$ cat config.mk
export PLATFORM = sky130hd
export DESIGN_NAME = card_hand_display
export DESIGN_NICKNAME = d
export VERILOG_FILES = /design/src/rtl/card_pkg.sv /design/src/rtl/card_glyph.sv /design/src/rtl/card_hand_display.sv
export SDC_FILE = /design/constraint.sdc
export NUM_CORES = 1
export LEC_CHECK = 0
export CAP_MARGIN = 20
export CELL_PAD_IN_SITES_DETAIL_PLACEMENT = 1
export CELL_PAD_IN_SITES_GLOBAL_PLACEMENT = 1
export CORE_MARGIN = 1.5
export CORE_UTILIZATION = 44
export CTS_CLUSTER_DIAMETER = 40
export DETAILED_ROUTE_END_ITERATION = 8
export GPL_ROUTABILITY_DRIVEN = 1
export PLACE_DENSITY = 0.95
export SLEW_MARGIN = 15
export SYNTH_ARGS = -nofsm -noshare
export SYNTH_HDL_FRONTEND = slang
export SYNTH_HIERARCHICAL = 1
export SYNTH_SLANG_ARGS = --single-unit
$ cat constraint.sdc
create_clock -name slow_clock -period 4.2 [get_ports slow_clock]
set_input_delay 0.84 -clock slow_clock [delete_from_list [all_inputs] [get_ports slow_clock]]
set_output_delay 0.84 -clock slow_clock [all_outputs]
set_load 0.05 [all_outputs]
$ cat src/rtl/card_pkg.sv
// Card codes, 7-segment glyphs (active-low, g..a) and baccarat scoring helpers
// shared by the hand display and its glyph decoder.
package card_pkg;

  typedef logic [3:0] card_t;
  typedef logic [6:0] seg_t;

  localparam card_t CARD_ACE   = 4'd1;
  localparam card_t CARD_NINE  = 4'd9;
  localparam card_t CARD_TEN   = 4'd10;
  localparam card_t CARD_JACK  = 4'd11;
  localparam card_t CARD_QUEEN = 4'd12;
  localparam card_t CARD_KING  = 4'd13;

  localparam seg_t SEG_BLANK = 7'b1111111;
  localparam seg_t SEG_0     = 7'b1000000;
  localparam seg_t SEG_1     = 7'b1111001;
  localparam seg_t SEG_2     = 7'b0100100;
  localparam seg_t SEG_3     = 7'b0110000;
  localparam seg_t SEG_4     = 7'b0011001;
  localparam seg_t SEG_5     = 7'b0010010;
  localparam seg_t SEG_6     = 7'b0000010;
  localparam seg_t SEG_7     = 7'b1111000;
  localparam seg_t SEG_8     = 7'b0000000;
  localparam seg_t SEG_9     = 7'b0010000;
  localparam seg_t SEG_ACE   = 7'b0001000;
  localparam seg_t SEG_JACK  = 7'b1100001;
  localparam seg_t SEG_QUEEN = 7'b0011000;
  localparam seg_t SEG_KING  = 7'b0001001;

  function automatic logic card_is_valid(input card_t c);
    return (c >= CARD_ACE) && (c <= CARD_KING);
  endfunction

  // Ten and court cards count zero in baccarat.
  function automatic logic [3:0] card_points(input card_t c);
    if ((c >= CARD_ACE) && (c <= CARD_NINE)) return c;
    return 4'd0;
  endfunction

  function automatic logic [3:0] add_mod10(input logic [3:0] a, input logic [3:0] b);
    logic [4:0] s;
    s = {1'b0, a} + {1'b0, b};
    if (s >= 5'd10) s = s - 5'd10;
    return s[3:0];
  endfunction

endpackage

$ cat src/rtl/card_glyph.sv
// Decodes a card code (mode=0) or a score digit 0..9 (mode=1) to an active-low
// g..a glyph; purely combinational, unknown codes decode to blank.
module card_glyph
  import card_pkg::*;
(
  input  logic  mode,
  input  card_t code,
  output seg_t  seg
);

  always_comb begin
    seg = SEG_BLANK;
    case (code)
      4'd0:       seg = mode ? SEG_0 : SEG_BLANK;
      4'd1:       seg = mode ? SEG_1 : SEG_ACE;
      4'd2:       seg = SEG_2;
      4'd3:       seg = SEG_3;
      4'd4:       seg = SEG_4;
      4'd5:       seg = SEG_5;
      4'd6:       seg = SEG_6;
      4'd7:       seg = SEG_7;
      4'd8:       seg = SEG_8;
      4'd9:       seg = SEG_9;
      CARD_TEN:   seg = mode ? SEG_BLANK : SEG_0;
      CARD_JACK:  seg = mode ? SEG_BLANK : SEG_JACK;
      CARD_QUEEN: seg = mode ? SEG_BLANK : SEG_QUEEN;
      CARD_KING:  seg = mode ? SEG_BLANK : SEG_KING;
      default:    seg = SEG_BLANK;
    endcase
  end

endmodule

$ cat src/rtl/card_hand_display.sv
// Hand of up to NUM_CARDS cards with per-slot digits, blinking newest card and baccarat score.
// One-cycle load latency; card_ready drops while full and the producer holds card_valid.
module card_hand_display
  import card_pkg::*;
#(
  parameter int NUM_CARDS  = 3,
  parameter int BLINK_DIV  = 25,
  parameter bit ACTIVE_LOW = 1'b1,
  localparam int CW = $clog2(NUM_CARDS + 1)
) (
  input  logic                   slow_clock,
  input  logic                   resetb,
  input  logic                   card_valid,
  input  logic [3:0]             card_in,
  output logic                   card_ready,
  input  logic                   clear,
  input  logic                   blink_en,
  output logic [7*NUM_CARDS-1:0] hex_out,
  output logic [6:0]             hex_score,
  output logic [3:0]             score,
  output logic [CW-1:0]          count,
  output logic                   full,
  output logic                   bad_card
);

  localparam logic [CW-1:0] COUNT_MAX  = CW'(NUM_CARDS);
  localparam int            BW         = (BLINK_DIV > 1) ? $clog2(BLINK_DIV) : 1;
  localparam logic [BW-1:0] BLINK_LAST = BW'(BLINK_DIV - 1);

  card_t         slot [NUM_CARDS];
  logic [BW-1:0] blink_cnt;
  logic          blink_on;
  logic          offer;
  logic          accept;

  assign full       = (count == COUNT_MAX);
  assign card_ready = ~full;
  assign offer      = card_valid && card_ready && !clear;
  assign accept     = offer && card_is_valid(card_in);

  always_ff @(posedge slow_clock) begin
    if (!resetb || clear) begin
      for (int i = 0; i < NUM_CARDS; i++) slot[i] <= '0;
      count     <= '0;
      score     <= '0;
      bad_card  <= 1'b0;
      blink_cnt <= '0;
      blink_on  <= 1'b1;
    end else begin
      bad_card <= offer && !card_is_valid(card_in);
      if (accept) begin
        for (int i = 0; i < NUM_CARDS; i++) begin
          if (count == CW'(i)) slot[i] <= card_in;
        end
        count     <= count + 1'b1;
        score     <= add_mod10(score, card_points(card_in));
        blink_cnt <= '0;
        blink_on  <= 1'b1;
      end else if (blink_en && (count != '0)) begin
        if (blink_cnt == BLINK_LAST) begin
          blink_cnt <= '0;
          blink_on  <= ~blink_on;
        end else begin
          blink_cnt <= blink_cnt + 1'b1;
        end
      end else begin
        blink_cnt <= '0;
        blink_on  <= 1'b1;
      end
    end
  end

  // Empty slots hold code 0, which the card decoder renders blank.
  for (genvar i = 0; i <= NUM_CARDS; i++) begin : g_dig
    if (i < NUM_CARDS) begin : g_slot
      seg_t glyph;
      logic hide;
      card_glyph u_glyph (.mode(1'b0), .code(slot[i]), .seg(glyph));
      assign hide = blink_en && !blink_on && (count == CW'(i + 1));
      assign hex_out[7*i +: 7] = ACTIVE_LOW ? (hide ? SEG_BLANK : glyph)
                                            : ~(hide ? SEG_BLANK : glyph);
    end else begin : g_score
      seg_t glyph;
      card_glyph u_glyph (.mode(1'b1), .code(score), .seg(glyph));
      assign hex_score = ACTIVE_LOW ? ((count == '0) ? SEG_BLANK : glyph)
                                    : ~((count == '0) ? SEG_BLANK : glyph);
    end
  end

endmodule

==> impl_metrics.json <==
{
  "critPathCaptureType": "output port",
  "dr.first_iter.drc_count": 75,
  "combPwrFrac_pct": 42.8,
  "grt_usage_pct": 20.0,
  "routed_wl_mm": 7.06,
  "required_ps": 3360,
  "clkPwrFrac_pct": 18.3,
  "grt_overflow": 0,
  "peakVddDrop_v": 0.000140,
  "path_cells": "clkdlybuf4s50_1 -> nor2b_1 -> nand2_1 -> nand2b_1 -> clkdlybuf4s50_1",
  "worstRegToRegCells": 8,
  "p_leak_nw": 1.32,
  "htreeDepth": 1,
  "min_from": "blink_cnt[0]",
  "worstMarginPinSlew_ps": 814,
  "drive_above_1_share_pct": 10.4,
  "core_region_area_mm2": 0.00642,
  "met3_wirelength_um": 224,
  "multi_input_area_mm2": 0.00203,
  "crit_slowest_cell": "clkdlybuf4s50_1",
  "min_period_ps": 3600,
  "r2r_setup_slack_ps": 1570,
  "gp_congestion": 0.889,
  "seq_area_frac_synth_pct": 20.9,
  "powerDensity_mw_per_mm2": 232,
  "grt_max_degree": 22,
  "clkLatencyLatePin_ps": 260,
  "vias_per_cell": 5.62,
  "intPower_mw": 0.461,
  "drt-met1-wl_mm": 3.22,
  "setup_viol": 0,
  "finalSetupTns_ps": 0,
  "grt_pass1_wl_mm": 12.2,
  "antenna_left": 0,
  "p_seq_share_pct": 38.9,
  "clkSinkCount": 25,
  "dr_wl_met2_mm": 3.52,
  "avgSynthCellArea_um2": 7.99,
  "clk_pin_slew_ps": 80,
  "syn2layout_area_growth_pct": 11.5,
  "dieArea_mm2": 0.00724,
  "path_max_fanout": 7,
  "placed_cells": 477,
  "instances_no_fill": 481,
  "ioPinCount": 46,
  "clk_path_buf_depth": 2,
  "dp_hpwl_mm": 5.33,
  "syn_area_mm2": 0.00296,
  "initial_core_util_pct": 46.2,
  "synth_edf_count": 12,
  "switching_share_pct": 40.0,
  "grt_setup_unrepaired": "no",
  "port-buffer-count": 45,
  "nets": 426,
  "hold_buffers": 0,
  "path_class": "in2out",
  "synth_cells": 371,
  "synth_ff_type": "dfxtp_1",
  "r2r-end": "score[1]",
  "cp_common_cell": "clkdlybuf4s50_1",
  "holdPathStages": 1,
  "drv_slew": 0,
  "status": "finished, violations left",
  "vias": 2704,
  "startpoint_type": "input pin",
  "dieWidth_um": 85.1,
  "rows": 29,
  "cts_tree": "built",
  "slew-limit-headroom_pct": 45.6,
  "max_stage_delay_ps": 800,
  "min_to": "blink_cnt[0]",
  "reg2reg_from": "score[0]",
  "top_layer_used": "met4",
  "wire_per_inst_um": 14.7,
  "async_flop_share_pct": 0,
  "yosys.area.top_type": "edfxtp_1",
  "hold_class": "reg2reg",
  "yosys_warnings": 6,
  "antenna_found_initial": 0,
  "final-seq-area_um2": 621,
  "numCtsBuffers": 3,
  "synth_area_leaders": "edfxtp_1, dfxtp_1, buf_6",
  "critPathArrivalTime_ps": 2760,
  "cts_setup_buffers": 0,
  "drc": 2,
  "nFillCells": 810,
  "yosysUniqueCellTypes": 53,
  "antennaDiodeCount": 0,
  "ctsResizeCount": 0,
  "drtPass1Iterations": 6,
  "root_buffer": "clkbuf_8",
  "synth_seq_cells": 25,
  "grt_pass1_vias": 2653,
  "switching_power_mw": 0.307,
  "hold_viol_final": 0,
  "synth.top_cell.area_share_pct": 12.2,
  "maxCapViolCount": 0,
  "fmax_mhz": 278,
  "final.period_utilization_pct": 85.6,
  "fp.dieH_um": 85.1,
  "violations": "DRC",
  "fin_skew_ps": 1.67
}
==> sequential cells by signal, summed over array words and instances (netlist names) <==
| signal | cells |
|---|---|
| blink_on | 1 |
| slot | 12 |
| bad_card | 1 |
| blink_cnt | 5 |
| score | 4 |
| count | 2 |
==> area by class of cell <==
cell class	count	area share (%)
timing repair buffer	46	13.9
clock buffer	4	1.36
tap	77	2.91
multi-input combinational	315	61.5
inverter	14	1.59
sequential	25	18.8
==> power groups by stage <==
| stage | sequential, mW | clock [mW] | combinational (mW) |
|---|---|---|---|
| 6_report | 0.298 | 0.141 | 0.329 |
| 3_3_place_gp | 0.301 | 0 | 0.319 |
| 2_1_floorplan | 0.277 | 0 | 0.283 |
| 5_1_grt | 0.302 | 0.154 | 0.355 |
| 3_5_place_dp | 0.303 | 0 | 0.327 |
| 4_1_cts | 0.298 | 0.144 | 0.328 |
==> stage by stage <==
stage	setup WS [ps]	total power, mW	hold WS, ps	util, %	area [µm²]
2_1_floorplan	1280	0.560	430	-	3030
3_3_place_gp	588	0.620	445	50.8	3260
3_5_place_dp	462	0.630	470	50.8	3260
4_1_cts	572	0.770	488	51.5	3310
5_1_grt	430	0.811	509	51.5	3310
6_report	603	0.767	480	51.5	3310
==> layer usage <==
layer / up-vias / global-route usage, %
met5: - / 0
li1: 1358 / -
met1: 1284 / 25.8
met3: 11 / 2.14
met2: 51 / 35.0
met4: 0 / 6.56
==> logic make-up (layout without fill, tap and decap cells) <==
group	Yosys count	in the layout	share of synthesized area, %
mux	11	11	3.93
other cells	2	20	0.253
simple gates	182	182	32.6
fa+ha+maj	16	16	6.84
buf+inv	49	64	12.7
compound gates	76	76	19.8
xor+xnor	10	10	2.95
flops	25	25	20.9
==> placed cells by master, fill, tap and decap left out, types with 6 or more instances in the layout <==
cell type and instances:
dfxtp_1 13, or2_2 7, inv_1 10, nor2b_1 9
clkdlybuf4s50_1 45, nand3_1 14, conb_1 20, nand2_1 38
xnor2_1 6, o21ai_1 8, o31ai_1 6, nand2b_1 27
nor2_1 35, mux2i_1 6, a21oi_1 13, nor3_1 17
edfxtp_1 12, ha_1 11, a21o_1 9
==> synth_stat cells (9+ instances only) <==
cell type and count:
inv_1 10, a21oi_1 13, nor3_1 17, nand2b_1 27, nor2b_1 9, ha_1 11, nand2_1 38, nor2_1 35
a21o_1 9, edfxtp_1 12, nand3_1 14, dfxtp_1 13, buf_6 21
==> worst max-delay path by stage <==
stage | start | endpoint | slack [ps] | cells after the start
4_1_cts | blink_en | hex_out[6] | 570 | 5
3_5_place_dp | card_in[2] | score[1] | 460 | 11
2_1_floorplan | card_in[2] | score[1] | 1280 | 10
5_1_grt | blink_en | hex_out[3] | 430 | 5
6_report | blink_en | hex_out[5] | 600 | 5
3_3_place_gp | blink_en | hex_out[6] | 590 | 5
==> worst max-delay path, delay by kind of cell <==
| kind | cells | cell delay [ps] |
|---|---|---|
| buf+inv | 2 | 1290 |
| simple gates | 3 | 630 |
(Power assumes the default switching activity.)
==> RTL change (same flow settings) <==
Change the parameter `BLINK_DIV` from 25 to 50.
--- a/src/rtl/card_hand_display.sv
+++ b/src/rtl/card_hand_display.sv
@@ -6,3 +6,3 @@
   parameter int NUM_CARDS  = 3,
-  parameter int BLINK_DIV  = 25,
+  parameter int BLINK_DIV  = 50,
   parameter bit ACTIVE_LOW = 1'b1,
Check against the original RTL: no difference found for any inputs over 4 cycles, from zero or initial values; that may be too few to reach the edited logic, so the function may still have changed.
==> RTL change against the original RTL <==
- the run still ends with design-rule violations left
- setup slack worse by 0.034 ns
- via count is 0.74% higher
- sequential cell count grew 1
- synthesized area grew 1.3%
- global-route usage hardly changed
- synthesized cell count is 1.1% higher
- routed wire length increased by 2.6%
- cell area rose by 2.0%
- power is 14% higher
- largest cell class unchanged
- largest power group unchanged
==> RTL change: results (changes against the original RTL) <==
total CTS buffers: 3 (unchanged)
Int Power: 0.541 mW (+17%)
ranking of synthesized cells by area: edfxtp_1 (12%), dfxtp_1 (9.3%), buf_6 (7.5%)
Final min period: 3.63 ns (+0.0340 ns)
Pleak: 1.35 nW (+2.5%)
R2R Path Start: score[0]$_SDFFE_PP0P_
vias in the first global route: 2605 (-1.8%)
post-DP HPWL: 5440 um (+2.1%)
Synth Area in XOR/XNOR: 0.0346 (+0.00505)
Worst path slowest cell: clkdlybuf4s50_1
Worst-path clk slew: 0.09 ns
ant diodes: 0 (unchanged)
DR iter-0 viols: 79 (+5.3%)
multiplexer share of the synthesized area: 0.0417 (+0.00243)
R2R setup slack: 1.46 ns (-0.11 ns)
H-Tree Depth: 1 (unchanged)
Fin Clk Skew: 0.00408 ns (+0.00241 ns)
Largest delay share family, worst path: buffers and inverters
library cells used by synthesis: 59 (+11%)
Clock Latency Late Sink: 0.28 ns (+0.02 ns)
worst setup path endpoint: hex_out[5]
Final nets: 430 (+0.94%)
vias: 2724 (+0.74%)
Worst Hold Class: flop to flop
Tot GR Track Use: 0.200 (about the same)
worst-path maximum fanout: 7 (unchanged)
Final GP Congestion: 0.786 (-12%)
Synth Area in Compound Gates: 0.201 (+0.00295)
status: complete, but fails checks
first-pass GRT wire length: 12200 um (+0.46%)
area of placed instances: 3300 um^2 (+1.2%)
routed length per instance: 14.9 um (+1.7%)
commonest cells in the netlist: nor2_1 (42), nand2_1 (29), nand2b_1 (26), buf_6 (20), nor3_1 (20)
layout cells sized above 1: 0.105 (+0.00143)
Synth Area in Adders: 0.0675 (-0.000855)
Detailed Routing Iterations Pass 1: 6 (unchanged)
Slew @ Worst Pin: 0.806 ns (-0.00857 ns)
pre-CTS setup slack: 0.377 ns (-0.0849 ns)
VDD IR max: 0.000164 V (+17%)
setup bufs post-CTS: 0 (unchanged)
fillers: 822 (+1.5%)
CTS resizes: 0 (unchanged)
Seq/Total Area, Yosys: 0.213 (+0.00405)
CTS Buffer Depth: 2 (unchanged)
FF-to-FF path depth: 9 (+1)
DRC Markers: 3 (+1)
crit-path max cell delay: 0.81 ns
biggest registers after layout: slot x12, blink_cnt x6, score x4
Total Power: 0.873 mW (+14%)
failing checks: design-rule violations
CP Data Arrival Time: 2.79 ns (+0.03 ns)
pin count of the biggest net entering global routing: 22 (unchanged)
RTL change: cell count changes in the layout (fill, tap and decap cells not counted), sizes merged, moves of 3 or more:
cell / change
nor2: +7
nand2: -10
o21ai: +4
o311a: -3
nand3: -3
nor3: +3
RTL change: cell type report:
cell class / count / area, um^2 / share of cell area
multi-input combinational: 318 / 2050 / 0.609
timing repair buffer: 46 / 458 / 0.136
tap: 77 / 96.3 / 0.0286
clock buffer: 3 / 41.3 / 0.0122
clock inverter: 1 / 30.0 / 0.00891
inverter: 14 / 52.6 / 0.0156
sequential: 26 / 641 / 0.190
RTL change: power groups by stage:
| stage | Clock [mW] | Sequential, mW | Combinational, mW |
|---|---|---|---|
| 2_1_floorplan | 0 | 0.288 | 0.305 |
| 3_3_place_gp | 0 | 0.316 | 0.341 |
| 3_5_place_dp | 0 | 0.318 | 0.350 |
| 4_1_cts | 0.212 | 0.312 | 0.352 |
| 5_1_grt | 0.217 | 0.317 | 0.380 |
| 6_report | 0.207 | 0.313 | 0.353 |
RTL change: stage by stage:
step / util / hold slack (ns) / std cells
after global placement: 0.511 / 0.449 / 481
final: 0.522 / 0.475 / 485
after floorplan: - / 0.434 / 393
after CTS: 0.522 / 0.483 / 485
after global routing: 0.522 / 0.501 / 485
after detailed placement: 0.511 / 0.461 / 481
RTL change: layer usage:
layer / up-vias / global-route usage / wire (um)
met2: 46 / 0.360 / 3630
met3: 8 / 0.0115 / 200
met1: 1297 / 0.267 / 3340
met5: - / 0 / 0
li1: 1373 / - / -
met4: 0 / 0.0396 / 78
RTL change: cells by family (layout without fill, tap and decap cells):
family,count (synthesis),count (layout)
and+or+nand+nor,180,180
muxes,12,12
other,2,20
adders and majority gates,16,16
xor gates and xnor gates,11,11
DFF,26,26
buffers and inverters,49,64
AOI/OAI and AO/OA,79,79
